$ cat src/rtl/spm_port_arbiter_pkg.sv
// spm_port_arbiter_pkg
//   Shared definitions for the scratch-pad port arbiter:
//   - default bus widths and the starvation limit
//   - active-low strobe levels (ENABLE_/DISABLE_) and READ/WRITE values
//   - owner encoding for the outstanding-read tracker
//   - grant decision encoding produced by spm_port_arbiter_grant
package spm_port_arbiter_pkg;

  localparam int ADDR_W_DEF     = 30;
  localparam int DATA_W_DEF     = 32;
  localparam int SPM_ADDR_W_DEF = 12;
  localparam int STARVE_MAX_DEF = 3;

  // Strobes are active low.
  localparam logic ENABLE_  = 1'b0;
  localparam logic DISABLE_ = 1'b1;

  localparam logic READ  = 1'b1;
  localparam logic WRITE = 1'b0;

  // Which requester owns the read data returning next cycle.
  typedef enum logic [1:0] {
    OWNER_NONE   = 2'd0,
    OWNER_IF_RD  = 2'd1,
    OWNER_MEM_RD = 2'd2
  } owner_e;

  // Which requester drives the SPM port this cycle.
  typedef enum logic [1:0] {
    GNT_NONE = 2'd0,
    GNT_IF   = 2'd1,
    GNT_MEM  = 2'd2
  } grant_e;

endpackage

$ cat src/rtl/spm_port_arbiter_if.sv
// spm_port_arbiter_if
//   One requester port of the scratch-pad arbiter (used once for IF, once for MEM).
//   master : requester side (drives as_, rw, addr, wr_data; sees rd_data, rd_vld, busy)
//   slave  : arbiter side
//   as_     strobe, active low
//   rw      1 = read, 0 = write
//   addr    word address
//   wr_data write data
//   rd_data read data, meaningful while rd_vld = 1
//   rd_vld  one-cycle read-data-valid pulse
//   busy    request not accepted this cycle; requester must hold it
interface spm_port_arbiter_if
  import spm_port_arbiter_pkg::*;
#(
  parameter int ADDR_W = ADDR_W_DEF,
  parameter int DATA_W = DATA_W_DEF
);

  logic              as_;
  logic              rw;
  logic [ADDR_W-1:0] addr;
  logic [DATA_W-1:0] wr_data;
  logic [DATA_W-1:0] rd_data;
  logic              rd_vld;
  logic              busy;

  modport master (
    output as_, rw, addr, wr_data,
    input  rd_data, rd_vld, busy
  );

  modport slave (
    input  as_, rw, addr, wr_data,
    output rd_data, rd_vld, busy
  );

endinterface

$ cat src/rtl/spm_port_arbiter_grant.sv
// spm_port_arbiter_grant
//   Combinational grant decision for the shared SPM port.
//   MEM has fixed priority over IF unless IF has been starved for the
//   maximum number of cycles, in which case IF wins this one cycle.
//   if_req      IF requests this cycle (already qualified by reset)
//   mem_req     MEM requests this cycle (already qualified by reset)
//   if_starved  starvation counter has reached its limit
//   gnt         winning requester or GNT_NONE
module spm_port_arbiter_grant
  import spm_port_arbiter_pkg::*;
(
  input  logic   if_req,
  input  logic   mem_req,
  input  logic   if_starved,
  output grant_e gnt
);

  // Priority decision with starvation override.
  always_comb begin
    gnt = GNT_NONE;
    case ({if_req, mem_req})
      2'b10: gnt = GNT_IF;
      2'b01: gnt = GNT_MEM;
      2'b11: begin
        if (if_starved) begin
          gnt = GNT_IF;
        end else begin
          gnt = GNT_MEM;
        end
      end
      default: gnt = GNT_NONE;
    endcase
  end

endmodule

$ cat src/rtl/spm_port_arbiter.sv
// spm_port_arbiter
//   Shares one single-ported scratch-pad memory between the IF and MEM stages.
//   One requester is granted per cycle; the loser gets busy and must hold its
//   request. Read data returns one cycle after the grant and is steered to the
//   requester that owned the read, with a one-cycle valid pulse.
//   clk, reset    clock; synchronous active-high reset
//   if_port       IF requester port (slave side)
//   mem_port      MEM requester port (slave side)
//   spm_as_       SPM strobe, active low
//   spm_rw        SPM read/write
//   spm_addr      SPM word address (low bits of the granted address)
//   spm_wr_data   SPM write data
//   spm_rd_data   SPM read data, valid the cycle after a read strobe
module spm_port_arbiter
  import spm_port_arbiter_pkg::*;
#(
  parameter int ADDR_W     = ADDR_W_DEF,
  parameter int DATA_W     = DATA_W_DEF,
  parameter int SPM_ADDR_W = SPM_ADDR_W_DEF,
  parameter int STARVE_MAX = STARVE_MAX_DEF
) (
  input  logic                  clk,
  input  logic                  reset,
  spm_port_arbiter_if.slave     if_port,
  spm_port_arbiter_if.slave     mem_port,
  output logic                  spm_as_,
  output logic                  spm_rw,
  output logic [SPM_ADDR_W-1:0] spm_addr,
  output logic [DATA_W-1:0]     spm_wr_data,
  input  logic [DATA_W-1:0]     spm_rd_data
);

  localparam int CNT_W = $clog2(STARVE_MAX + 1);

  logic              if_req_s;
  logic              mem_req_s;
  logic              if_starved_s;
  grant_e            gnt_s;
  owner_e            owner_r;
  owner_e            owner_nxt_s;
  logic [CNT_W-1:0]  starve_cnt_r;
  logic [ADDR_W-1:0] gnt_addr_s;
  logic              unused_addr_s;

  // Requests are ignored while reset is held so the port stays quiet.
  assign if_req_s     = !reset && (if_port.as_ == ENABLE_);
  assign mem_req_s    = !reset && (mem_port.as_ == ENABLE_);
  assign if_starved_s = (starve_cnt_r == CNT_W'(STARVE_MAX));

  spm_port_arbiter_grant u_grant (
    .if_req     (if_req_s),
    .mem_req    (mem_req_s),
    .if_starved (if_starved_s),
    .gnt        (gnt_s)
  );

  // Forward the granted request to the SPM and pick the next read owner.
  always_comb begin
    spm_as_     = DISABLE_;
    spm_rw      = WRITE;
    gnt_addr_s  = '0;
    spm_wr_data = '0;
    owner_nxt_s = OWNER_NONE;
    case (gnt_s)
      GNT_IF: begin
        spm_as_     = ENABLE_;
        spm_rw      = if_port.rw;
        gnt_addr_s  = if_port.addr;
        spm_wr_data = if_port.wr_data;
        owner_nxt_s = (if_port.rw == READ) ? OWNER_IF_RD : OWNER_NONE;
      end
      GNT_MEM: begin
        spm_as_     = ENABLE_;
        spm_rw      = mem_port.rw;
        gnt_addr_s  = mem_port.addr;
        spm_wr_data = mem_port.wr_data;
        owner_nxt_s = (mem_port.rw == READ) ? OWNER_MEM_RD : OWNER_NONE;
      end
      default: begin
        owner_nxt_s = OWNER_NONE;
      end
    endcase
  end

  // The SPM only decodes the low address bits; the rest are deliberately dropped.
  assign spm_addr      = gnt_addr_s[SPM_ADDR_W-1:0];
  assign unused_addr_s = ^gnt_addr_s[ADDR_W-1:SPM_ADDR_W];

  // Busy goes only to a requester that strobes and loses.
  assign if_port.busy  = if_req_s && (gnt_s != GNT_IF);
  assign mem_port.busy = mem_req_s && (gnt_s != GNT_MEM);

  // Steer last cycle's read data to its owner; suppressed during reset.
  always_comb begin
    if_port.rd_data  = '0;
    if_port.rd_vld   = 1'b0;
    mem_port.rd_data = '0;
    mem_port.rd_vld  = 1'b0;
    if (!reset) begin
      case (owner_r)
        OWNER_IF_RD: begin
          if_port.rd_data = spm_rd_data;
          if_port.rd_vld  = 1'b1;
        end
        OWNER_MEM_RD: begin
          mem_port.rd_data = spm_rd_data;
          mem_port.rd_vld  = 1'b1;
        end
        default: begin
          if_port.rd_vld  = 1'b0;
          mem_port.rd_vld = 1'b0;
        end
      endcase
    end else begin
      if_port.rd_vld  = 1'b0;
      mem_port.rd_vld = 1'b0;
    end
  end

  // Read-owner tracker and saturating IF starvation counter.
  always_ff @(posedge clk) begin
    if (reset) begin
      owner_r      <= OWNER_NONE;
      starve_cnt_r <= '0;
    end else begin
      owner_r <= owner_nxt_s;
      if (if_req_s && (gnt_s != GNT_IF)) begin
        if (if_starved_s) begin
          starve_cnt_r <= starve_cnt_r;
        end else begin
          starve_cnt_r <= starve_cnt_r + CNT_W'(1);
        end
      end else begin
        starve_cnt_r <= '0;
      end
    end
  end

endmodule

$ cat src/flat_wrapper.sv
// flat-port wrapper written by rule: the top's interface ports become plain ports
module spm_port_arbiter_flat import spm_port_arbiter_pkg::*;
#(
  parameter int ADDR_W     = ADDR_W_DEF,
  parameter int DATA_W     = DATA_W_DEF,
  parameter int SPM_ADDR_W = SPM_ADDR_W_DEF,
  parameter int STARVE_MAX = STARVE_MAX_DEF
)
  (clk, reset, spm_as_, spm_rw, spm_addr, spm_wr_data, spm_rd_data, if_port_as_, if_port_rw, if_port_addr, if_port_wr_data, if_port_rd_data, if_port_rd_vld, if_port_busy, mem_port_as_, mem_port_rw, mem_port_addr, mem_port_wr_data, mem_port_rd_data, mem_port_rd_vld, mem_port_busy);
  spm_port_arbiter_if #(.ADDR_W(ADDR_W), .DATA_W(DATA_W)) if_port_i ();
  spm_port_arbiter_if #(.ADDR_W(ADDR_W), .DATA_W(DATA_W)) mem_port_i ();
  input  logic clk;
  input  logic reset;
  output logic spm_as_;
  output logic spm_rw;
  output logic [SPM_ADDR_W-1:0] spm_addr;
  output logic [DATA_W-1:0] spm_wr_data;
  input  logic [DATA_W-1:0] spm_rd_data;
  input wire logic [$bits(if_port_i.as_)-1:0] if_port_as_;
  input wire logic [$bits(if_port_i.rw)-1:0] if_port_rw;
  input wire logic [$bits(if_port_i.addr)-1:0] if_port_addr;
  input wire logic [$bits(if_port_i.wr_data)-1:0] if_port_wr_data;
  output wire logic [$bits(if_port_i.rd_data)-1:0] if_port_rd_data;
  output wire logic [$bits(if_port_i.rd_vld)-1:0] if_port_rd_vld;
  output wire logic [$bits(if_port_i.busy)-1:0] if_port_busy;
  input wire logic [$bits(mem_port_i.as_)-1:0] mem_port_as_;
  input wire logic [$bits(mem_port_i.rw)-1:0] mem_port_rw;
  input wire logic [$bits(mem_port_i.addr)-1:0] mem_port_addr;
  input wire logic [$bits(mem_port_i.wr_data)-1:0] mem_port_wr_data;
  output wire logic [$bits(mem_port_i.rd_data)-1:0] mem_port_rd_data;
  output wire logic [$bits(mem_port_i.rd_vld)-1:0] mem_port_rd_vld;
  output wire logic [$bits(mem_port_i.busy)-1:0] mem_port_busy;
  assign if_port_i.as_ = if_port_as_;
  assign if_port_i.rw = if_port_rw;
  assign if_port_i.addr = if_port_addr;
  assign if_port_i.wr_data = if_port_wr_data;
  assign if_port_rd_data = if_port_i.rd_data;
  assign if_port_rd_vld = if_port_i.rd_vld;
  assign if_port_busy = if_port_i.busy;
  assign mem_port_i.as_ = mem_port_as_;
  assign mem_port_i.rw = mem_port_rw;
  assign mem_port_i.addr = mem_port_addr;
  assign mem_port_i.wr_data = mem_port_wr_data;
  assign mem_port_rd_data = mem_port_i.rd_data;
  assign mem_port_rd_vld = mem_port_i.rd_vld;
  assign mem_port_busy = mem_port_i.busy;
  spm_port_arbiter #(.ADDR_W(ADDR_W), .DATA_W(DATA_W), .SPM_ADDR_W(SPM_ADDR_W), .STARVE_MAX(STARVE_MAX)) u_core (.clk(clk), .reset(reset), .if_port(if_port_i), .mem_port(mem_port_i), .spm_as_(spm_as_), .spm_rw(spm_rw), .spm_addr(spm_addr), .spm_wr_data(spm_wr_data), .spm_rd_data(spm_rd_data));
endmodule
$ cat config.mk
export PLATFORM = sky130hd
export DESIGN_NAME = spm_port_arbiter_flat
export DESIGN_NICKNAME = d
export VERILOG_FILES = /design/src/rtl/spm_port_arbiter_pkg.sv /design/src/rtl/spm_port_arbiter_if.sv /design/src/rtl/spm_port_arbiter_grant.sv /design/src/rtl/spm_port_arbiter.sv /design/src/flat_wrapper.sv
export SDC_FILE = /design/constraint.sdc
export NUM_CORES = 1
export LEC_CHECK = 0
export CORE_AREA = 5 5 103 105
export DETAILED_ROUTE_END_ITERATION = 6
export DIE_AREA = 0 0 108 110
export PLACE_DENSITY = 0.66
export REMOVE_ABC_BUFFERS = 1
export SLEW_MARGIN = 20
export SYNTH_ARGS = -nofsm -noshare
export SYNTH_HDL_FRONTEND = slang
export SYNTH_SLANG_ARGS = --single-unit
$ cat constraint.sdc
create_clock -name clk -period 3 [get_ports clk]
set_input_delay 0.9 -clock clk [delete_from_list [all_inputs] [get_ports clk]]
set_output_delay 0.9 -clock clk [all_outputs]
set_load 0.005 [all_outputs]
; Word-level counts from Yosys, hierarchy flattened
; Index checks and enable logic that the tools add are counted.
[word_totals]
register_bits = 4
in_bits = 162
out_inout_bits = 114
[op_classes]
addsub = 1
n_eq_ne = 10
mux = 17
n_bitwise = 3
n_reduce_logical = 7
[ops]
columns = cell, n
row1 = $mux W32, 4
row2 = $pmux W32 S2, 1
row3 = $pmux W12 S2, 1
row4 = $eq A2 B2 Y1 const B, 5
row5 = $eq A2 B1 Y1 const B, 3
row6 = $mux W1, 6
row7 = $pmux W2 S3, 1
row8 = $logic_and A1 B1 Y1, 4
row9 = $mux W2, 2
row10 = $pmux W2 S2, 1
row11 = $reduce_or A2 Y1, 2
row12 = $not A1 Y1, 3
row13 = $add A2 B1 Y2 const B, 1
row14 = $ne A2 B1 Y1 const B, 1
row15 = $ne A2 B2 Y1 const B, 1
row16 = $pmux W1 S2, 1
row17 = $logic_not A1 Y1, 1

; Longest topological paths before layout
; Gate-level depths: netlist of run 1.
[depth]
ltp_word = 8
depth_mapped = 8

; Modules after synthesis
; From an unflattened synthesis of run 1, not the netlist that was laid out.
[hier_totals]
hier_cells = 201
hier_area_um2 = 1315.0
[modules_own_cells]
columns = module, n_inst, cells_per_inst, area_each_um2, seq_area_each_um2
row1 = spm_port_arbiter, 1, 198, 1296.2, 80.1
row2 = spm_port_arbiter_grant, 1, 3, 18.8, 0.0

; Least setup slack after synthesis of run 1
; Ideal clock, no wire load.
[synth_timing]
path_kind = input to output
startpoint = in reset
endpoint = out spm_addr[11]
arrival_time_ns = 2.097
required_ns = 2.100
setup_slack_ns = 0.003
path_stages = 7
n_path_buf = 3
path_cell_list = buf_6 > nor2_1 > o21ai_0 > ha_1 > buf_2 > buf_1 > nor2_1
[synth_via]
elab_chain_len = 6
[synth_rtl]
columns = element, line
row1 = "start, declared", flat_wrapper.sv:13  ; input logic reset;
row2 = $logic_not A1 Y1 (*), "spm_port_arbiter.sv:46, spm_port_arbiter.sv:47"
row3 = $logic_and A1 B1 Y1 (on tied branches), "spm_port_arbiter.sv:47, spm_port_arbiter.sv:46"
row4 = $eq A2 B2 Y1 or $eq A2 B1 Y1 (tied branches), spm_port_arbiter_grant.sv:21  ; case ({if_req, mem_req})
row5 = $pmux W2 S3 (*), spm_port_arbiter_grant.sv:21
row6 = $eq A2 B2 Y1 or $eq A2 B1 Y1 (tied branches), spm_port_arbiter.sv:64  ; case (gnt_s)
row7 = $pmux W12 S2 (*), spm_port_arbiter.sv:64
row8 = "end, declared", flat_wrapper.sv:16  ; output logic [SPM_ADDR_W-1:0] spm_addr;
; Mark *: on every way between the ends. The rest lies on a longest branch, timed or not.

; Worst setup path in the final report of run 1
[layout_timing]
startpoint = in reset
endpoint = out mem_port_rd_data[31]
[layout_via]
elab_chain_len = 1
[layout_rtl]
columns = element, line
row1 = $mux W32, spm_port_arbiter.sv:99  ; if (!reset) begin
row2 = "end, declared", flat_wrapper.sv:30  ; output wire logic [$bits(mem_port_i.rd_data)-1:0] mem_port_rd_data;
; Every way passes these cells.

==> run metrics, run 1 <==
status finished with violations; failing checks negative setup slack; RSZ-0062 raised after global routing yes; worst-margin pin slew roughly 240 ps; Final WS setup -111 ps; Rows 36; Buffers on Ports ~240; Seq pwr share 0.088; CTS tree done; Initial Util 0.138; WHS Path Cells 2; initial antenna violation count 0; Vert. Die Dim around 110 um; r2r startpoint u_core.starve_cnt_r[0]; Fin. Hold Viols 0; post-synth cell types 21; Final Cell Area 0.00462 sq mm; max incr delay on CP 250 ps; reg-to-reg critical path endpoint u_core.owner_r[1]; top cell type's share of synthesized area 0.280; H-tree depth 1; clock tree sinks 4; commonest non-fill, non-tap cell in the layout clkdlybuf4s50_1; clk_lat worst skew ~220 ps; first-pass GRT wire length between 15000 and 20000 um; CP dominant cell by count buf_4; routed wire length approximately 11000 um; via count approximately 2600; CP Max Fanout 16; chip width 108 um; Leak 2.10 nW; DRT Pass-1 Iters 4; register area share after synthesis 0.0608; Synth area leaders and2_1 28%, a22oi_1 25%, nor2_1 13%; met2 WL 5900 um; Hold Crit Class reg2reg; Post-Syn Instances roughly 200; CTS root buffer clkbuf_8; starting DRC count in detailed routing 80; Setup crit end kind output pin; Synth Register Bits 4; Int Pwr between 0.4 and 0.5 mW; Clock Path Buffers 2; ant diodes 0; pwr dens between 100 and 150 mW/mm^2; GRT Total Usage 0.169; pin count of the biggest net entering global routing 33; Final min period 3110 ps; commonest cells after routing, fill and taps aside 122 x clkdlybuf4s50_1, 59 x and2_1, 47 x buf_2, 45 x dlygate4sd2_1, 44 x a22oi_2; io pins approximately 280; Nets between 600 and 700; VDD IR max roughly 0.000068 V; Bufs and invs on worst path 6; CTS Buf Count 3; Overflow after GRT 0; Worst EP arrival 2210 ps; Final Cycle Share 1.04; setup violators final 53; post-synth top area cell and2_1; P_sw just under 0.2 mW; Clk pin slew, worst setup/hold paths 30 ps; vias per cell 4.37; Reg2Reg Depth 9; Clock Power Share 0.178; Slew headroom 0.840; antenna viol nets, final 0; Placed Cells incl. Taps 566; DP Area between 0.003 and 0.004 sq mm; Logic pwr share 0.734; GP Congestion between 0.7 and 0.8; M1 WL 3820 um; number of global-route vias before repair 2875; layout cells sized above 1 0.371; CP Launch Type primary input; delay-heaviest family, CP buffers and inverters; Switching Share 0.304; Hold Buf Count CTS 0; die area between 0.01 and 0.015 sq mm; Hold Crit Start u_core.starve_cnt_r[1]; required time of the critical path about 2100 ps; mean routed wirelength per cell about 18 um; Ys Warns 0; critical-path cell list buf_12 -> buf_4 -> buf_6 -> nor3b_4 -> buf_4 -> clkbuf_16 -> and2_2 -> dlygate4sd2_1; DP HPWL ~7300 um; Top Layer Used met4; P&R area growth vs syn 251%; FMAX approximately 0.32 GHz; final non-filler cell total between 600 and 700; reg2reg setup slack 1280 ps; slowest library cell on the worst path nor3b_4; synthesized area per cell between 6 and 7 sq um; Max-Cap Viols 0; post-synth design cell area around 0.0013 sq mm; total core area 0.00955 sq mm; Worst Hold Path EP u_core.starve_cnt_r[1]; DR WL met3 1120 um; critical path class in2out; clk_skew 1.77 ps; DR DRC count 0; Slew Viols, Final 0
==> kinds of logic after synthesis <==
logic type | Yosys count | share of synthesized area
xor gates and xnor gates | 1 | 0.00665
DFF | 4 | 0.0608
and+or+nand+nor | 120 | 0.507
adders and majority gates | 3 | 0.0285
buffers and inverters | 23 | 0.116
AOI/OAI and AO/OA | 49 | 0.274
muxes | 1 | 0.00760
==> metal layers <==
layer,global-route usage,up-vias
met5,0,-
met4,0.0451,0
met3,0.0466,15
met2,0.339,186
met1,0.170,1202
li1,-,1242
==> cell usage after synthesis <==
cell      instances
clkbuf_1          1
mux2i_1           1
o21a_1            2
a22oi_1          44
a21oi_1           1
nor2b_1           1
buf_1             3
ha_1              3
dfxtp_1           4
and4bb_2          2
buf_2            11
inv_1             1
buf_6             7
and2_2            4
o21ai_0           2
nand2_1           2
nor3_1            4
xnor2_1           1
and2_1           59
nor2_1           46
nor3b_4           2
==> final cells by class <==
class | instances | area, sq um
fill | 959 | 4930
timing repair buffer | 290 | 2930
multi-input combinational | 174 | 1390
tap | 133 | 166
sequential | 4 | 80.1
clock buffer | 3 | 41.3
inverter | 1 | 3.75
==> stage by stage <==
step / hold slack (ps) / setup WS [ps] / power (mW) / setup TNS (ps) / utilization
2_1_floorplan: 490 / -261 / 0.128 / -11610 / -
3_3_place_gp: 506 / -859 / 0.390 / -75180 / 0.410
3_5_place_dp: 531 / -894 / 0.393 / -76170 / 0.410
4_1_cts: 538 / -149 / 0.641 / -1720 / 0.477
5_1_grt: 591 / -181 / 0.676 / -7240 / 0.484
6_report: 553 / -111 / 0.640 / -3230 / 0.484
==> power groups by stage <==
stage | sequential [mW] | combinational, mW | clock [mW]
finish | 0.0565 | 0.470 | 0.114
global route | 0.0566 | 0.497 | 0.122
CTS | 0.0564 | 0.466 | 0.119
detailed placement | 0.0572 | 0.336 | 0
global placement | 0.0570 | 0.333 | 0
floorplan | 0.0569 | 0.0715 | 0
==> worst max path at each step <==
stage | depth (start not counted) | endpoint | slack (ps) | start
floorplan | 5 | spm_addr[5] | -260 | reset
global placement | 9 | spm_wr_data[4] | -860 | reset
detailed placement | 9 | spm_addr[8] | -890 | reset
finish | 8 | mem_port_rd_data[31] | -110 | reset
CTS | 10 | spm_wr_data[23] | -150 | if_port_as_
global route | 10 | spm_wr_data[8] | -180 | reset
==> worst min-delay path, cell delays in order, from the launching register on <==
cell,delay (ps)
dfxtp_1,330
mux2i_1,80
nor2b_1,110
==> sequential cells by signal (all words and copies together) (netlist names) <==
signal / flops
u_core.starve_cnt_r: 2
u_core.owner_r: 2
==> timing repair <==
action,in CTS,in global routing
gates resized for setup,349,45
pin swaps,32,34
buffers inserted,18,6
setup endpoints to repair,114,47
cloned,14,3
endpoints found under the hold margin,0,0
No activity file was read; power rests on OpenSTA's default activity.
==> run 2, diff against run 1 <==
Settings changed: SKIP_LAST_GASP set to 1.
==> run metrics, run 2 (synthesized netlist as in run 1, its figures left out) <==
status finished with violations (unchanged); failing checks negative setup slack (unchanged); required time of the critical path 2100 ps (about the same); DP HPWL 7340 um (unchanged); first-pass GRT wire length 15400 um (was 15500 um); Slew Viols, Final 0 (unchanged); CTS tree done (unchanged); clk_lat worst skew 220 ps (about the same); mean routed wirelength per cell 18.6 um (was 18.2 um); CP Max Fanout 16 (unchanged); Reg2Reg Depth 9 (unchanged); Final min period 3150 ps (was 3110 ps); Initial Util 0.138 (unchanged); ant diodes 0 (unchanged); Final WS setup -152 ps (was -111 ps); met2 Track Usage GR 0.336 (was 0.339); clock tree sinks 4 (unchanged); Hold Crit Start u_core.starve_cnt_r[1] (unchanged); starting DRC count in detailed routing 63 (was 80); reg2reg setup slack 1250 ps (was 1280 ps); Fin. Hold Viols 0 (unchanged); final hold slack 576 ps (was 553 ps); top flop regs u_core.owner_r: 2 flops, u_core.starve_cnt_r: 2 flops (unchanged); Overflow after GRT 0 (unchanged); GP Congestion 0.749 (unchanged); vias per cell 4.38 (was 4.37); Clock Path Buffers 2 (unchanged); pwr dens 130 mW/mm^2 (was 139 mW/mm^2); Global Route met1 Usage 0.170 (unchanged); crit path from reset (unchanged); WHS Path Cells 2 (unchanged); CP Launch Type primary input (unchanged); FMAX 0.317 GHz (was 0.321 GHz); Setup crit end kind output pin (unchanged); DRT Pass-1 Iters 4 (unchanged); Leak 3.04 nW (was 2.10 nW); Rows 36 (unchanged); number of global-route vias before repair 2857 (was 2875); P&R area growth vs syn 272% (was 251%); die area 0.0119 sq mm (unchanged); Vert. Die Dim 110 um (unchanged); met3 GRT Util 0.0466 (unchanged); Core Util, Final 0.513 (was 0.484); antenna viol nets, final 0 (unchanged); chip width 108 um (unchanged); reg-to-reg critical path endpoint u_core.owner_r[0] (was u_core.owner_r[1]); RSZ-0062 raised after global routing yes (unchanged); clk_skew 2.03 ps (was 1.77 ps); H-tree depth 1 (unchanged); DP Area 0.00392 sq mm (unchanged); layer with the highest usage met2 (unchanged); Buffers on Ports 239 (unchanged); Worst Hold Path EP u_core.starve_cnt_r[1] (unchanged); via count 2677 (was 2645); GRT Total Usage 0.168 (was 0.169); Final Cell Area 0.00490 sq mm (was 0.00462 sq mm); Final Cycle Share 1.05 (was 1.04); io pins 276 (unchanged); commonest non-fill, non-tap cell in the layout clkdlybuf4s50_1 (unchanged); VDD IR max 0.0000681 V (was 0.0000677 V); r2r startpoint u_core.starve_cnt_r[0] (unchanged); total core area 0.00955 sq mm (unchanged); setup violators final 32 (was 53); CTS Buf Count 3 (unchanged); pin count of the biggest net entering global routing 33 (unchanged); Hold Crit Class reg2reg (unchanged); routed wire length 11300 um (was 11000 um); Nets 645 (was 639); fill cell count 892 (was 959); Max-Cap Viols 0 (unchanged); initial antenna violation count 0 (unchanged); Clk pin slew, worst setup/hold paths 30 ps (about the same); commonest cells after routing, fill and taps aside 123 x clkdlybuf4s50_1, 63 x dlymetal6s2s_1, 59 x and2_1, 45 x buf_2, 42 x a22oi_2 (was 122 x clkdlybuf4s50_1, 59 x and2_1, 47 x buf_2, 45 x dlygate4sd2_1, 44 x a22oi_2); CTS root buffer clkbuf_8 (unchanged); critical path class in2out (unchanged); layout cells sized above 1 0.366 (was 0.371); DR DRC count 0 (unchanged); Worst EP arrival 2250 ps (was 2210 ps); Slew headroom 0.902 (was 0.840); worst-margin pin slew 142 ps (was 240 ps)
-- run 2: changes by cell type in the layout (fill, tap and decap cells not counted), sizes merged --
cell | before | now
bufbuf | 1 | 0
clkdlybuf4s50 | 122 | 123
dlygate4sd2 | 45 | 3
buf | 97 | 102
clkbuf | 12 | 6
dlymetal6s2s | 1 | 63
clkdlybuf4s15 | 15 | 2
-- run 2: worst max path at each step --
| stage | depth (start not counted) | slack, ps | to |
|---|---|---|---|
| final | 7 | -150 | mem_port_rd_data[17] |
| after global routing | 7 | -190 | mem_port_rd_data[17] |
| after CTS | 6 | -180 | if_port_rd_data[6] |
| after detailed placement | 9 | -890 | spm_addr[8] |
| after global placement | 9 | -860 | spm_wr_data[4] |
| after floorplan | 5 | -260 | spm_addr[5] |
-- run 2: report_power, final --
part / switching (mW) / total, mW / internal (mW)
registers: 0.00130 / 0.0565 / 0.0552
logic: 0.165 / 0.465 / 0.300
clock network: 0.0285 / 0.114 / 0.0856
total: 0.195 / 0.636 / 0.441
-- run 2: final cells by class --
| type | instances | area, sq um | area share |
|---|---|---|---|
| Clock buffer | 3 | 41.3 | 0.00843 |
| Tap cell | 133 | 166 | 0.0340 |
| Timing Repair Buffer | 296 | 3220 | 0.657 |
| Inverter | 1 | 3.75 | 0.000766 |
| Sequential cell | 4 | 80.1 | 0.0163 |
| Multi-Input combinational cell | 174 | 1390 | 0.284 |
-- run 2: routing by layer --
| layer | share of wire | up-vias |
|---|---|---|
| li1 | - | 1251 |
| met1 | 0.34 | 1233 |
| met2 | 0.54 | 180 |
| met3 | 0.11 | 13 |
| met4 | 0.018 | 0 |
| met5 | 0 | - |
-- run 2: repair_timing --
item / in CTS / in global routing
hold buffers: 0 / 0
gates resized for setup: 276 / 91
endpoints found under the hold margin: 0 / 0
setup buffers: 18 / 13
pin swaps: 32 / 38
setup endpoints to repair: 114 / 111
gates cloned: 14 / 4
-- run 2: stage by stage --
stage	instances	worst slack (ps)	total power, mW	setup TNS (ps)
2_1_floorplan	179	-261	0.128	-11610
5_1_grt	611	-186	0.671	-3670
4_1_cts	601	-175	0.642	-11760
3_5_place_dp	566	-894	0.393	-76170
6_report	611	-152	0.636	-893
3_3_place_gp	566	-859	0.390	-75180
-- run 2: critical path: stages --
cell and delay (ps):
buf_12 110, buf_4 170, nor3b_4 180, buf_6 130, clkbuf_16 150, and2_1 120
clkdlybuf4s50_1 490
==> run 3, diff against run 2 <==
Settings changed: CAP_MARGIN set to 0.
==> results of run 3 <==
Same layout as run 2: the final DEF is identical, and so are final timing and power.
